## config.mk

```make
export PLATFORM = sky130hd
export DESIGN_NAME = uart_msg_seq
export DESIGN_NICKNAME = d
export VERILOG_FILES = /design/src/rtl/uart_msg_seq_pkg.sv /design/src/rtl/uart_msg_seq_poll_timer.sv /design/src/rtl/uart_msg_seq.sv
export SDC_FILE = /design/constraint.sdc
export NUM_CORES = 1
export LEC_CHECK = 0
export BUFFER_PORTS_ARGS = -buffer_cell sky130_fd_sc_hd__buf_2
export CAP_MARGIN = 15
export CORE_ASPECT_RATIO = 0.6
export CORE_UTILIZATION = 28
export CTS_CLUSTER_DIAMETER = 50
export CTS_CLUSTER_SIZE = 14
export DETAILED_ROUTE_END_ITERATION = 6
export GPL_ROUTABILITY_DRIVEN = 0
export HOLD_SLACK_MARGIN = 0.03
export PLACE_DENSITY_LB_ADDON = 0.15
export SYNTH_ARGS = -nofsm -noshare
export SYNTH_HDL_FRONTEND = slang
export SYNTH_SLANG_ARGS = --single-unit
```

## constraint.sdc

```tcl
create_clock -name clk -period 5.4 [get_ports clk]
set_input_delay 0.27 -clock clk [delete_from_list [all_inputs] [get_ports clk]]
set_output_delay 0.27 -clock clk [all_outputs]
set_load 0.02 [all_outputs]
```

## src/rtl/uart_msg_seq_pkg.sv

```systemverilog
// Shared definitions for the UART message sequencer: UART register map,
// status bit positions and the sequencer state encoding.
package uart_msg_seq_pkg;

  localparam logic [31:0] UART_STATUS_OFS = 32'd4;
  localparam logic [31:0] UART_TXDATA_OFS = 32'd12;

  localparam int UART_STAT_TX_BUSY_BIT = 0;

  typedef enum logic [2:0] {
    ST_IDLE  = 3'd0,
    ST_ACQ   = 3'd1,
    ST_POLL  = 3'd2,
    ST_WRITE = 3'd3,
    ST_NEXT  = 3'd4,
    ST_DONE  = 3'd5,
    ST_ERR   = 3'd6
  } seq_state_e;

  function automatic logic [31:0] uart_reg_addr(input logic [31:0] base,
                                                input logic [31:0] ofs);
    return base + ofs;
  endfunction

endpackage

```

## src/rtl/uart_msg_seq_poll_timer.sv

```systemverilog
// Saturating 16-bit count of busy status polls for the byte in flight.
// o_expired flags that the busy poll being counted this cycle is the POLL_MAX-th.
module poll_timer #(
  parameter logic [15:0] POLL_MAX = 16'hFFFF
) (
  input  logic clk,
  input  logic rst,
  input  logic i_clr,
  input  logic i_en,
  output logic o_sat,
  output logic o_expired
);

  logic [15:0] r_count;

  always_ff @(posedge clk or posedge rst) begin
    if (rst) begin
      r_count <= '0;
    end else if (i_clr) begin
      r_count <= '0;
    end else if (i_en && (r_count != POLL_MAX)) begin
      r_count <= r_count + 16'd1;
    end
  end

  assign o_sat     = (r_count == POLL_MAX);
  assign o_expired = i_en && (r_count == (POLL_MAX - 16'd1));

endmodule

```

## src/rtl/uart_msg_seq.sv

```systemverilog
// Takes the data bus from the core and writes MSG_LEN ROM bytes to a UART,
// polling its TX-busy bit before each byte and aborting on poll timeout.
module uart_msg_seq
  import uart_msg_seq_pkg::*;
#(
  parameter int          MSG_LEN   = 8,
  parameter logic [31:0] UART_BASE = 32'h30000000,
  parameter logic [15:0] POLL_MAX  = 16'hFFFF
) (
  input  logic        clk,
  input  logic        rst,
  input  logic        start_i,
  input  logic        ex_mem_req_i,
  output logic        hold_o,
  output logic        mem_req_o,
  output logic        mem_we_o,
  output logic [31:0] mem_addr_o,
  output logic [31:0] mem_wdata_o,
  input  logic [31:0] mem_rdata_i,
  output logic [7:0]  msg_idx_o,
  input  logic [7:0]  msg_byte_i,
  output logic        busy_o,
  output logic        done_o,
  output logic        err_o,
  output logic [2:0]  state_dbg_o
);

  // Bus handshake: a transfer happens in every cycle mem_req_o=1; the UART
  // answers reads combinationally in that cycle and there is no ready/stall.

  localparam logic [7:0]  LAST_IDX    = 8'(MSG_LEN - 1);
  localparam logic [31:0] STATUS_ADDR = uart_reg_addr(UART_BASE, UART_STATUS_OFS);
  localparam logic [31:0] TXDATA_ADDR = uart_reg_addr(UART_BASE, UART_TXDATA_OFS);

  seq_state_e  r_state;
  logic        r_hold;
  logic        r_req;
  logic        r_we;
  logic [31:0] r_addr;
  logic [31:0] r_wdata;
  logic [7:0]  r_idx;
  logic        r_busy;
  logic        r_done;
  logic        r_err;

  logic w_tx_busy;
  logic w_tmr_clr;
  logic w_tmr_en;
  logic w_tmr_sat;
  logic w_tmr_expired;
  logic w_unused_rdata;

  assign w_tx_busy      = mem_rdata_i[UART_STAT_TX_BUSY_BIT];
  assign w_unused_rdata = ^mem_rdata_i;
  assign w_tmr_en       = (r_state == ST_POLL) && w_tx_busy;
  assign w_tmr_clr      = (r_state == ST_NEXT) || ((r_state == ST_IDLE) && start_i);

  poll_timer #(
    .POLL_MAX (POLL_MAX)
  ) u_poll_timer (
    .clk       (clk),
    .rst       (rst),
    .i_clr     (w_tmr_clr),
    .i_en      (w_tmr_en),
    .o_sat     (w_tmr_sat),
    .o_expired (w_tmr_expired)
  );

  always_ff @(posedge clk or posedge rst) begin
    if (rst) begin
      r_state <= ST_IDLE;
      r_hold  <= 1'b0;
      r_req   <= 1'b0;
      r_we    <= 1'b0;
      r_addr  <= '0;
      r_wdata <= '0;
      r_idx   <= '0;
      r_busy  <= 1'b0;
      r_done  <= 1'b0;
      r_err   <= 1'b0;
    end else begin
      r_done <= 1'b0;
      case (r_state)
        ST_IDLE: begin
          if (start_i) begin
            r_state <= ST_ACQ;
            r_idx   <= '0;
            r_err   <= 1'b0;
            r_busy  <= 1'b1;
            r_hold  <= 1'b1;
          end
        end
        ST_ACQ: begin
          // Wait for the core's in-flight access to drain before taking the bus.
          if (!ex_mem_req_i) begin
            r_state <= ST_POLL;
            r_req   <= 1'b1;
            r_we    <= 1'b0;
            r_addr  <= STATUS_ADDR;
            r_wdata <= '0;
          end
        end
        ST_POLL: begin
          if (!w_tx_busy) begin
            r_state <= ST_WRITE;
            r_req   <= 1'b1;
            r_we    <= 1'b1;
            r_addr  <= TXDATA_ADDR;
            r_wdata <= {24'h0, msg_byte_i};
          end else if (w_tmr_expired || w_tmr_sat) begin
            r_state <= ST_ERR;
            r_req   <= 1'b0;
            r_we    <= 1'b0;
            r_addr  <= '0;
            r_wdata <= '0;
            r_err   <= 1'b1;
          end
        end
        ST_WRITE: begin
          r_state <= ST_NEXT;
          r_req   <= 1'b0;
          r_we    <= 1'b0;
          r_addr  <= '0;
          r_wdata <= '0;
        end
        ST_NEXT: begin
          // Re-poll after every write: the UART raises busy one cycle late.
          if (r_idx == LAST_IDX) begin
            r_state <= ST_DONE;
            r_done  <= 1'b1;
          end else begin
            r_idx   <= r_idx + 8'd1;
            r_state <= ST_POLL;
            r_req   <= 1'b1;
            r_we    <= 1'b0;
            r_addr  <= STATUS_ADDR;
            r_wdata <= '0;
          end
        end
        ST_DONE, ST_ERR: begin
          r_state <= ST_IDLE;
          r_busy  <= 1'b0;
          r_hold  <= 1'b0;
        end
        default: begin
          r_state <= ST_IDLE;
          r_busy  <= 1'b0;
          r_hold  <= 1'b0;
          r_req   <= 1'b0;
          r_we    <= 1'b0;
          r_addr  <= '0;
          r_wdata <= '0;
        end
      endcase
    end
  end

  assign hold_o      = r_hold;
  assign mem_req_o   = r_req;
  assign mem_we_o    = r_we;
  assign mem_addr_o  = r_addr;
  assign mem_wdata_o = r_wdata;
  assign msg_idx_o   = r_idx;
  assign busy_o      = r_busy;
  assign done_o      = r_done;
  assign err_o       = r_err;
  assign state_dbg_o = r_state;

endmodule

```

==> results of run 1 <==
## layout make-up
cell class	instances	area [um2]
fill	911	5810
multi-input combinational	207	1190
sequential	41	1030
timing repair buffer	44	225
tap	112	140
clock buffer	5	125
clock inverter	3	46.3
inverter	6	22.5
## sequential cells by signal, summed over array words and instances, names as in the netlist
register / count
mem_we_o: 1
busy_o: 1
u_poll_timer.r_count: 16
state_dbg_o: 3
msg_idx_o: 8
done_o: 1
err_o: 1
mem_addr_o: 2
mem_wdata_o: 8
## worst paths after layout
path / from / to / slack [ps] / depth (start not counted)
worst max-delay path: msg_idx_o[3] / mem_addr_o[28] / 3120 / 5
max in group asynchronous: rst / u_poll_timer.r_count[8] / 4900 / 3
worst min-delay path: rst / msg_idx_o[7] / 110 / 3
min in group clk: msg_byte_i[2] / mem_wdata_o[2] / 200 / 2
worst max register to register: msg_idx_o[3] / mem_addr_o[28] / 3120 / 5
worst min register to register: mem_addr_o[3] / mem_addr_o[3] / 470 / 1
## tightest hold or removal path, stage by stage
cell   delay [ps]
buf_2         100
inv_1          40
buf_4         450
## stage by stage
stage | area, um2 | hold slack (ps) | utilization | setup slack, ps
2_1_floorplan | 2700 | 410 | - | 3360
6_report | 2770 | 111 | 0.323 | 3120
3_3_place_gp | 2600 | 453 | 0.302 | 3110
3_5_place_dp | 2600 | 445 | 0.302 | 3100
4_1_cts | 2770 | 136 | 0.322 | 3090
5_1_grt | 2770 | 166 | 0.323 | 2910
## kinds of logic after synthesis
group           synth area share
compound gates            0.0944
xor+xnor                  0.0594
fa+ha+maj                 0.0150
buf+inv                    0.192
flops                      0.410
mux                       0.0130
other cells              0.00150
simple gates               0.215
## placed cells by master (no fill, tap or decap), types with 2 or more instances in the layout
cell	Yosys	layout
a211oi_1	2	2
a21o_1	2	2
a21oi_1	5	5
a22o_1	8	8
and3_1	3	3
buf_2	4	41
buf_4	56	2
clkbuf_16	0	5
conb_1	1	52
dfrtp_1	41	41
ha_1	3	3
inv_1	6	6
nand2_1	16	16
nand2b_1	2	2
nand3_1	12	12
nand4_1	6	6
nor2_1	30	30
nor3_1	9	9
nor4_1	6	6
o21ai_0	8	8
o31ai_4	2	2
or3_1	2	2
xnor2_1	15	15
xor2_1	2	2
## routing by layer
metal,vias up,track usage,share of wire
met5,-,0,0
met4,0,0.0397,0.012
met3,7,0.0364,0.060
met2,60,0.149,0.36
met1,817,0.182,0.57
li1,883,-,-
## power by group
part	switching, mW	internal, mW	leakage, nW
clock	0.132	0.219	0.0800
combinational	0.280	0.142	0.718
sequential	0.0697	0.364	0.558
==> flow_summary.json, run 1 <==
{
  "core-area_um2": 8590,
  "crit_path_cell_trace": "or4_1 > o31ai_4 > o211ai_1 > nand2_2 > mux2_1",
  "arrival_ps": 2460,
  "fin_cells": 418,
  "critPathMaxStageDelay_ps": 570,
  "hpwl_um": 3640,
  "die_h_um": 75.3,
  "synth.cell_area_um2": 2500,
  "ys_types": 47,
  "fmax_ghz": 0.439,
  "nets": 352,
  "clk_path_buf_depth": 2,
  "hold_path.class": "in -> async",
  "clk_pin_slew_ps": 60,
  "total_power_mw": 1.21,
  "placementRows": 26,
  "grt_max_degree": 42,
  "die_w_um": 124,
  "grt_pass1_wl_um": 8020,
  "critPathKind": "reg -> reg",
  "rsz0062_at_grt": "no",
  "async_flop_share": 1.00,
  "die_area_um2": 9340,
  "ir_worst_vdd_v": 0.000144,
  "endpoint_kind": "flop",
  "numPortBuffers": 41,
  "insertion_delay_ps": 290,
  "antenna_cells": 0,
  "io_pins": 125,
  "cts_sinks": 41,
  "fin_setup_tns_ps": 0,
  "max_cap_viol_count": 0,
  "antenna_found_initial": 0,
  "p_per_area_nw_per_um2": 435,
  "yosys.area.top_type": "dfrtp_1",
  "drtIter0Drc": 114,
  "yosys.cell_count.top_type": "buf_4",
  "cp_slowest_cell": "or4_1",
  "synth_edf_count": 0,
  "num_vias": 1767,
  "overflow": 0,
  "finalCriticalPeriod_ps": 2280,
  "netlist_instances": 266,
  "finalHoldViolCount": 0,
  "viasPerCell": 4.23,
  "cts_hold_buf": 0,
  "power_leakage_nw": 1.36,
  "yosys.area.top_type_share": 0.410,
  "ys_seq_area_frac": 0.410,
  "ant_nets": 0,
  "cts_buffers": 5,
  "wirelength_um": 5080,
  "cts_resized": 0,
  "track_usage": 0.118,
  "path_max_fanout": 11,
  "yosys_register_bits": 41,
  "crit_buf_inv": 0,
  "layout-drive-gt1-share": 0.209,
  "drc": 0,
  "initial_core_util": 0.292,
  "grt_pass1_vias": 1510,
  "yosysWarnings": 0,
  "cp_top_family": "simple AND/OR/NAND/NOR gates",
  "setup_viol": 0,
  "cts_tree": "yes",
  "synth_area_leaders": "dfrtp_1 41%, buf_4 17%, xnor2_1 5.2%",
  "finClkSkew_ps": 4.47,
  "fin_crit_sh": 0.422,
  "critPathRequiredTime_ps": 5580,
  "cts_setup_buffers": 0,
  "drt_first_pass_iters": 4,
  "ctsHtreeMaxLevel": 2,
  "syn_to_final_growth_pct": 10.7,
  "drv_slew": 0,
  "clockRootBuffer": "clkbuf_16",
  "wl_per_cell_um": 12.2,
  "dp_cells": 409,
  "synth_top_cells_by_count": "56 x buf_4, 41 x dfrtp_1, 30 x nor2_1",
  "synth_ff_type": "dfrtp_1",
  "status": "complete, no violations",
  "synth.avg_cell_area_um2": 9.42,
  "slew_headroom": 0.420,
  "worstMarginPinSlew_ps": 862,
  "worst_setup_path_start_kind": "flop"
}
No activity file was read; power rests on OpenSTA's default activity.
==> run 2: changes to the inputs <==
- ABC_AREA: unset -> 1
- clock period: 5.4 -> 1.9 ns (I/O delays scaled with it)
==> run 2 against run 1 <==
  * Utilization increased by 1.3 points
  * Critical path depth increased by 4
  * Combinational power increased to 4.2 times the previous value
  * Maximum frequency increased by 33%
  * Wire length increased by 23%
  * Hold slack improved by 18 ps
  * Register-to-register slack got worse by 2900 ps
  * Die area increased by 8.6%
  * Sequential power increased to 2.8 times the previous value
==> flow_summary.json, run 2 <==
{
  "status": "complete, no violations",
  "synth_top_family_by_area": "simple AND/OR/NAND/NOR gates",
  "wl_per_cell_um": 11.8,
  "regToRegEndpoint": "u_poll_timer.r_count[3]",
  "grt_pass1_wl_um": 10100,
  "grt_pass1_vias": 1878,
  "top_register": "u_poll_timer.r_count",
  "slew_headroom": 0.633,
  "core-area_um2": 9320,
  "critPathRequiredTime_ps": 2090,
  "worstMarginPinSlew_ps": 550,
  "die_h_um": 78.4,
  "hpwl_um": 4650,
  "io_pins": 125,
  "synth.avg_cell_area_um2": 7.88,
  "viasPerCell": 4.12,
  "cts_tree": "yes",
  "max_cap_viol_count": 0,
  "min_to": "state_dbg_o[0]",
  "finalCriticalPeriod_ps": 1710,
  "synthMuxAreaShare": 0,
  "finalHoldViolCount": 0,
  "min-delay-start": "ex_mem_req_i",
  "nets": 447,
  "holdWs_ps": 129,
  "dp_slack_ps": 94.0,
  "layout-drive-gt1-share": 0.190,
  "synth_xor_area_frac": 0.0193,
  "critPathKind": "reg -> reg",
  "yosys_register_bits": 41,
  "track_usage": 0.135,
  "synth_top_cells_by_count": "86 x nand2_1, 56 x buf_4, 41 x dfrtp_1",
  "synth_compound_area_frac": 0.0716,
  "final_cell_mix": "86 x nand2_1, 52 x conb_1, 41 x dfrtp_1, 41 x buf_2, 29 x inv_1",
  "cts_buffers": 5,
  "clockRootBuffer": "clkbuf_16",
  "antenna_cells": 0,
  "ir_worst_vdd_v": 0.000536,
  "final.setup.worst_slack_ps": 191,
  "ctsHtreeMaxLevel": 2,
  "clk_pin_slew_ps": 60,
  "ant_nets": 0,
  "num_vias": 2185,
  "min_path_cells": 3,
  "cts_setup_buffers": 0,
  "async_flop_share": 1.00,
  "endpoint_kind": "flop",
  "syn_to_final_growth_pct": 14.8,
  "die_w_um": 129,
  "antenna_found_initial": 0,
  "setup_viol": 0,
  "insertion_delay_ps": 290,
  "arrival_ps": 1900,
  "fin_crit_sh": 0.899,
  "rsz0062_at_grt": "no",
  "drtIter0Drc": 144,
  "synth.cell_area_um2": 2730,
  "overflow": 0,
  "die_area_um2": 10100,
  "synth_ff_type": "dfrtp_1",
  "p_per_area_nw_per_um2": 1260,
  "netlist_instances": 346,
  "yosysWarnings": 0,
  "hold_path.class": "in -> reg",
  "worst_setup_path_start_kind": "flop",
  "fin_setup_tns_ps": 0,
  "initial_core_util": 0.292,
  "synth_fa_ha_area_frac": 0.0138,
  "drc": 0,
  "synth_area_leaders": "dfrtp_1 38%, buf_4 15%, nand2_1 12%",
  "finClkSkew_ps": 4.48,
  "synthSimpleGateAreaFrac": 0.304,
  "yosys.cell_count.top_type": "nand2_1",
  "fmax_ghz": 0.585,
  "r2r_setup_slack_ps": 190,
  "yosys.area.top_type_share": 0.376,
  "wirelength_um": 6270,
  "synth_edf_count": 0,
  "path_max_fanout": 10,
  "drt_first_pass_iters": 4,
  "grt_max_degree": 42,
  "largest_register_ffs": 16,
  "placementRows": 27,
  "yosys.area.top_type": "dfrtp_1",
  "cts_sinks": 41,
  "reg2regPathDepth": 9,
  "drv_slew": 0,
  "numPortBuffers": 41,
  "rr_startpoint": "u_poll_timer.r_count[1]",
  "power_leakage_nw": 1.63,
  "clk_path_buf_depth": 2,
  "ys_types": 34,
  "ys_seq_area_frac": 0.376,
  "final_common_cell": "nand2_1"
}
-- run 2: cell types whose count changed after synthesis, sizes merged, moves of 8 or more --
cell	before	now
a22o	8	0
inv	6	35
nand2	17	92
nand3	12	22
o21ai	8	18
xnor2	15	0
-- run 2: where the power goes --
group	leakage [nW]	switching, mW	internal, mW
combinational	0.993	1.25	0.508
sequential	0.557	0.158	1.06
clock	0.0797	0.357	0.611
total	1.63	1.77	2.18
-- run 2: final cells by class --
type | count | area [um2]
Clock buffer | 5 | 125
Clock inverter | 2 | 35.0
Fill cell | 1022 | 6190
Inverter | 35 | 136
Multi-Input combinational cell | 263 | 1320
Sequential cell | 41 | 1030
Tap cell | 130 | 163
Timing Repair Buffer | 54 | 325
-- run 2: kinds of logic after synthesis --
family	after synthesis
and+or+nand+nor	168
buffers and inverters	93
DFF	41
AOI/OAI and AO/OA	34
xor gates and xnor gates	6
adders and majority gates	3
other	1
-- run 2: worst max-delay path: stages (launching register included) --
cell and delay (ps):
dfrtp_1 400, ha_1 190, inv_1 70, nor2_2 180
nand4_2 190, nand2_4 200, nand2_8 100, inv_2 130
nand2_1 60, o31ai_1 60
-- run 2: layer usage --
layer,global-route usage,vias to the layer above,share of wire
met3,0.0423,5,0.065
met4,0.0424,0,0.012
li1,-,1113,-
met2,0.161,79,0.37
met5,0,-,0
met1,0.216,988,0.56
-- run 2: worst max path at each step --
stage	from	to	slack (ps)	depth (start not counted)
2_1_floorplan	msg_idx_o[0]	msg_idx_o[7]	330	9
3_3_place_gp	u_poll_timer.r_count[1]	mem_addr_o[28]	120	8
3_5_place_dp	u_poll_timer.r_count[1]	mem_addr_o[28]	90	8
4_1_cts	u_poll_timer.r_count[1]	mem_addr_o[28]	70	8
5_1_grt	msg_idx_o[0]	msg_idx_o[4]	10	9
6_report	u_poll_timer.r_count[1]	u_poll_timer.r_count[3]	190	9
-- run 2: through the flow --
step / std cells / area [um2] / total power, mW / util
after floorplan: 397 / 2920 / 2.67 / -
after global placement: 514 / 2870 / 2.98 / 0.308
after detailed placement: 514 / 2870 / 2.97 / 0.308
after CTS: 530 / 3120 / 3.97 / 0.335
after global routing: 530 / 3130 / 4.26 / 0.336
final: 530 / 3130 / 3.94 / 0.336
-- run 2: timing repair --
item | 4_1_cts | 5_1_grt
hold buffers | 9 | 0
setup endpoints to repair | 0 | 13
resized for setup | 0 | 2
hold endpoints to repair | 49 | 0
==> run 3: changes to the inputs <==
- REMOVE_ABC_BUFFERS: unset -> 1
==> run 3 against run 2 <==
  * Largest power group unchanged
  * Die area unchanged
  * Sequential share of layout area fell by 0.36 points
  * Sequential power hardly changed
  * Global-route usage barely moved
  * Flip-flop and latch count unchanged
  * Largest cell class unchanged
  * Combinational power up 2%
==> flow_summary.json, run 3 (synthesized netlist as in run 2, its figures left out) <==
{
  "layout-drive-gt1-share": 0.204,
  "fin_crit_sh": 0.887,
  "clk_path_buf_depth": 2,
  "die_w_um": 129,
  "fin_setup_tns_ps": 0,
  "slew_headroom": 0.627,
  "antenna_cells": 0,
  "io_pins": 125,
  "cts_tree": "yes",
  "finClkSkew_ps": 4.71,
  "worst_setup_path_start_kind": "flop",
  "grt_max_degree": 42,
  "drv_slew": 0,
  "final_cell_mix": "86 x nand2_1, 52 x conb_1, 41 x dfrtp_1, 41 x buf_2, 29 x inv_1",
  "fin_cells": 537,
  "die_h_um": 78.4,
  "rsz0062_at_grt": "no",
  "final.setup.worst_slack_ps": 215,
  "ir_worst_vdd_v": 0.000519,
  "drtIter0Drc": 149,
  "overflow": 0,
  "arrival_ps": 1880,
  "setup_viol": 0,
  "core-area_um2": 9320,
  "ctsHtreeMaxLevel": 2,
  "critPathKind": "reg -> reg",
  "fin_area_um2": 3160,
  "clockRootBuffer": "clkbuf_16",
  "wirelength_um": 6290,
  "place_area_um2": 2890,
  "drc": 0,
  "placementRows": 27,
  "track_usage": 0.135,
  "cts_sinks": 41,
  "worstMarginPinSlew_ps": 559,
  "nets": 453,
  "status": "complete, no violations",
  "p_per_area_nw_per_um2": 1220,
  "antenna_found_initial": 1,
  "top_register": "u_poll_timer.r_count",
  "final_common_cell": "nand2_1",
  "numPortBuffers": 41,
  "ant_nets": 0,
  "die_area_um2": 10100,
  "total_power_mw": 3.85,
  "grt_pass1_wl_um": 10300,
  "num_vias": 2180,
  "hold_path.class": "in -> reg",
  "critPathRequiredTime_ps": 2090,
  "finalHoldViolCount": 0,
  "viasPerCell": 4.06,
  "insertion_delay_ps": 290,
  "clk_pin_slew_ps": 60,
  "finalCriticalPeriod_ps": 1690,
  "holdWs_ps": 153,
  "max_cap_viol_count": 0,
  "cts_buffers": 5,
  "dp_slack_ps": 133,
  "drt_first_pass_iters": 4,
  "wl_per_cell_um": 11.7,
  "power_leakage_nw": 1.65,
  "path_max_fanout": 9,
  "largest_register_ffs": 16,
  "hpwl_um": 4800,
  "fmax_ghz": 0.593,
  "endpoint_kind": "flop",
  "dp_cells": 517,
  "final_util": 0.339,
  "syn_to_final_growth_pct": 16.1,
  "initial_core_util": 0.292,
  "grt_pass1_vias": 1992
}
## run 3: changes by cell type in the layout (fill, tap and decap cells not counted)
cell        before  now
buf_4            4    9
bufinv_16        1    0
clkinv_2         1    2
clkinvlp_4       0    1
nand2_2          2    3
nand4_2          1    0
nand4_4          0    1
## run 3: worst paths after layout
check	startpoint	endpoint	slack [ps]	cells after the start
max	u_poll_timer.r_count[1]	u_poll_timer.r_count[3]	210	9
min	ex_mem_req_i	state_dbg_o[0]	150	3
max reg2reg	u_poll_timer.r_count[1]	u_poll_timer.r_count[3]	210	9
min reg2reg	mem_wdata_o[6]	mem_wdata_o[6]	470	2
max in group asynchronous	rst	u_poll_timer.r_count[9]	1020	4
min in group asynchronous	rst	mem_wdata_o[3]	480	4
## run 3: worst max-delay path, cell delays in order (launching register included)
cell,delay (ps)
dfrtp_1,390
ha_1,200
inv_1,80
nor2_2,210
nand4_4,170
nand2_4,180
nand2_8,100
inv_2,140
nand2_1,60
o31ai_1,60
## run 3: timing repair
item	in CTS	in global routing
setup buffers	0	2
hold buffers	9	0
setup endpoints to repair	0	20
endpoints found under the hold margin	49	0
gates resized for setup	0	3
## run 3: area by class of cell
cell class | count | area, um2
fill | 1020 | 6160
multi-input combinational | 264 | 1330
sequential | 41 | 1030
timing repair buffer | 59 | 363
tap | 130 | 163
inverter | 35 | 136
clock buffer | 5 | 125
clock inverter | 3 | 17.5
## run 3: layer usage
| layer | routed length, um | track usage |
|---|---|---|
| met5 | 0 | 0 |
| met3 | 410 | 0.0402 |
| met4 | 77 | 0.0459 |
| met1 | 3570 | 0.216 |
| met2 | 2230 | 0.161 |
## run 3: power by group
group / switching, mW / internal (mW) / total, mW
clock: 0.350 / 0.482 / 0.831
sequential: 0.159 / 1.06 / 1.22
combinational: 1.27 / 0.534 / 1.80
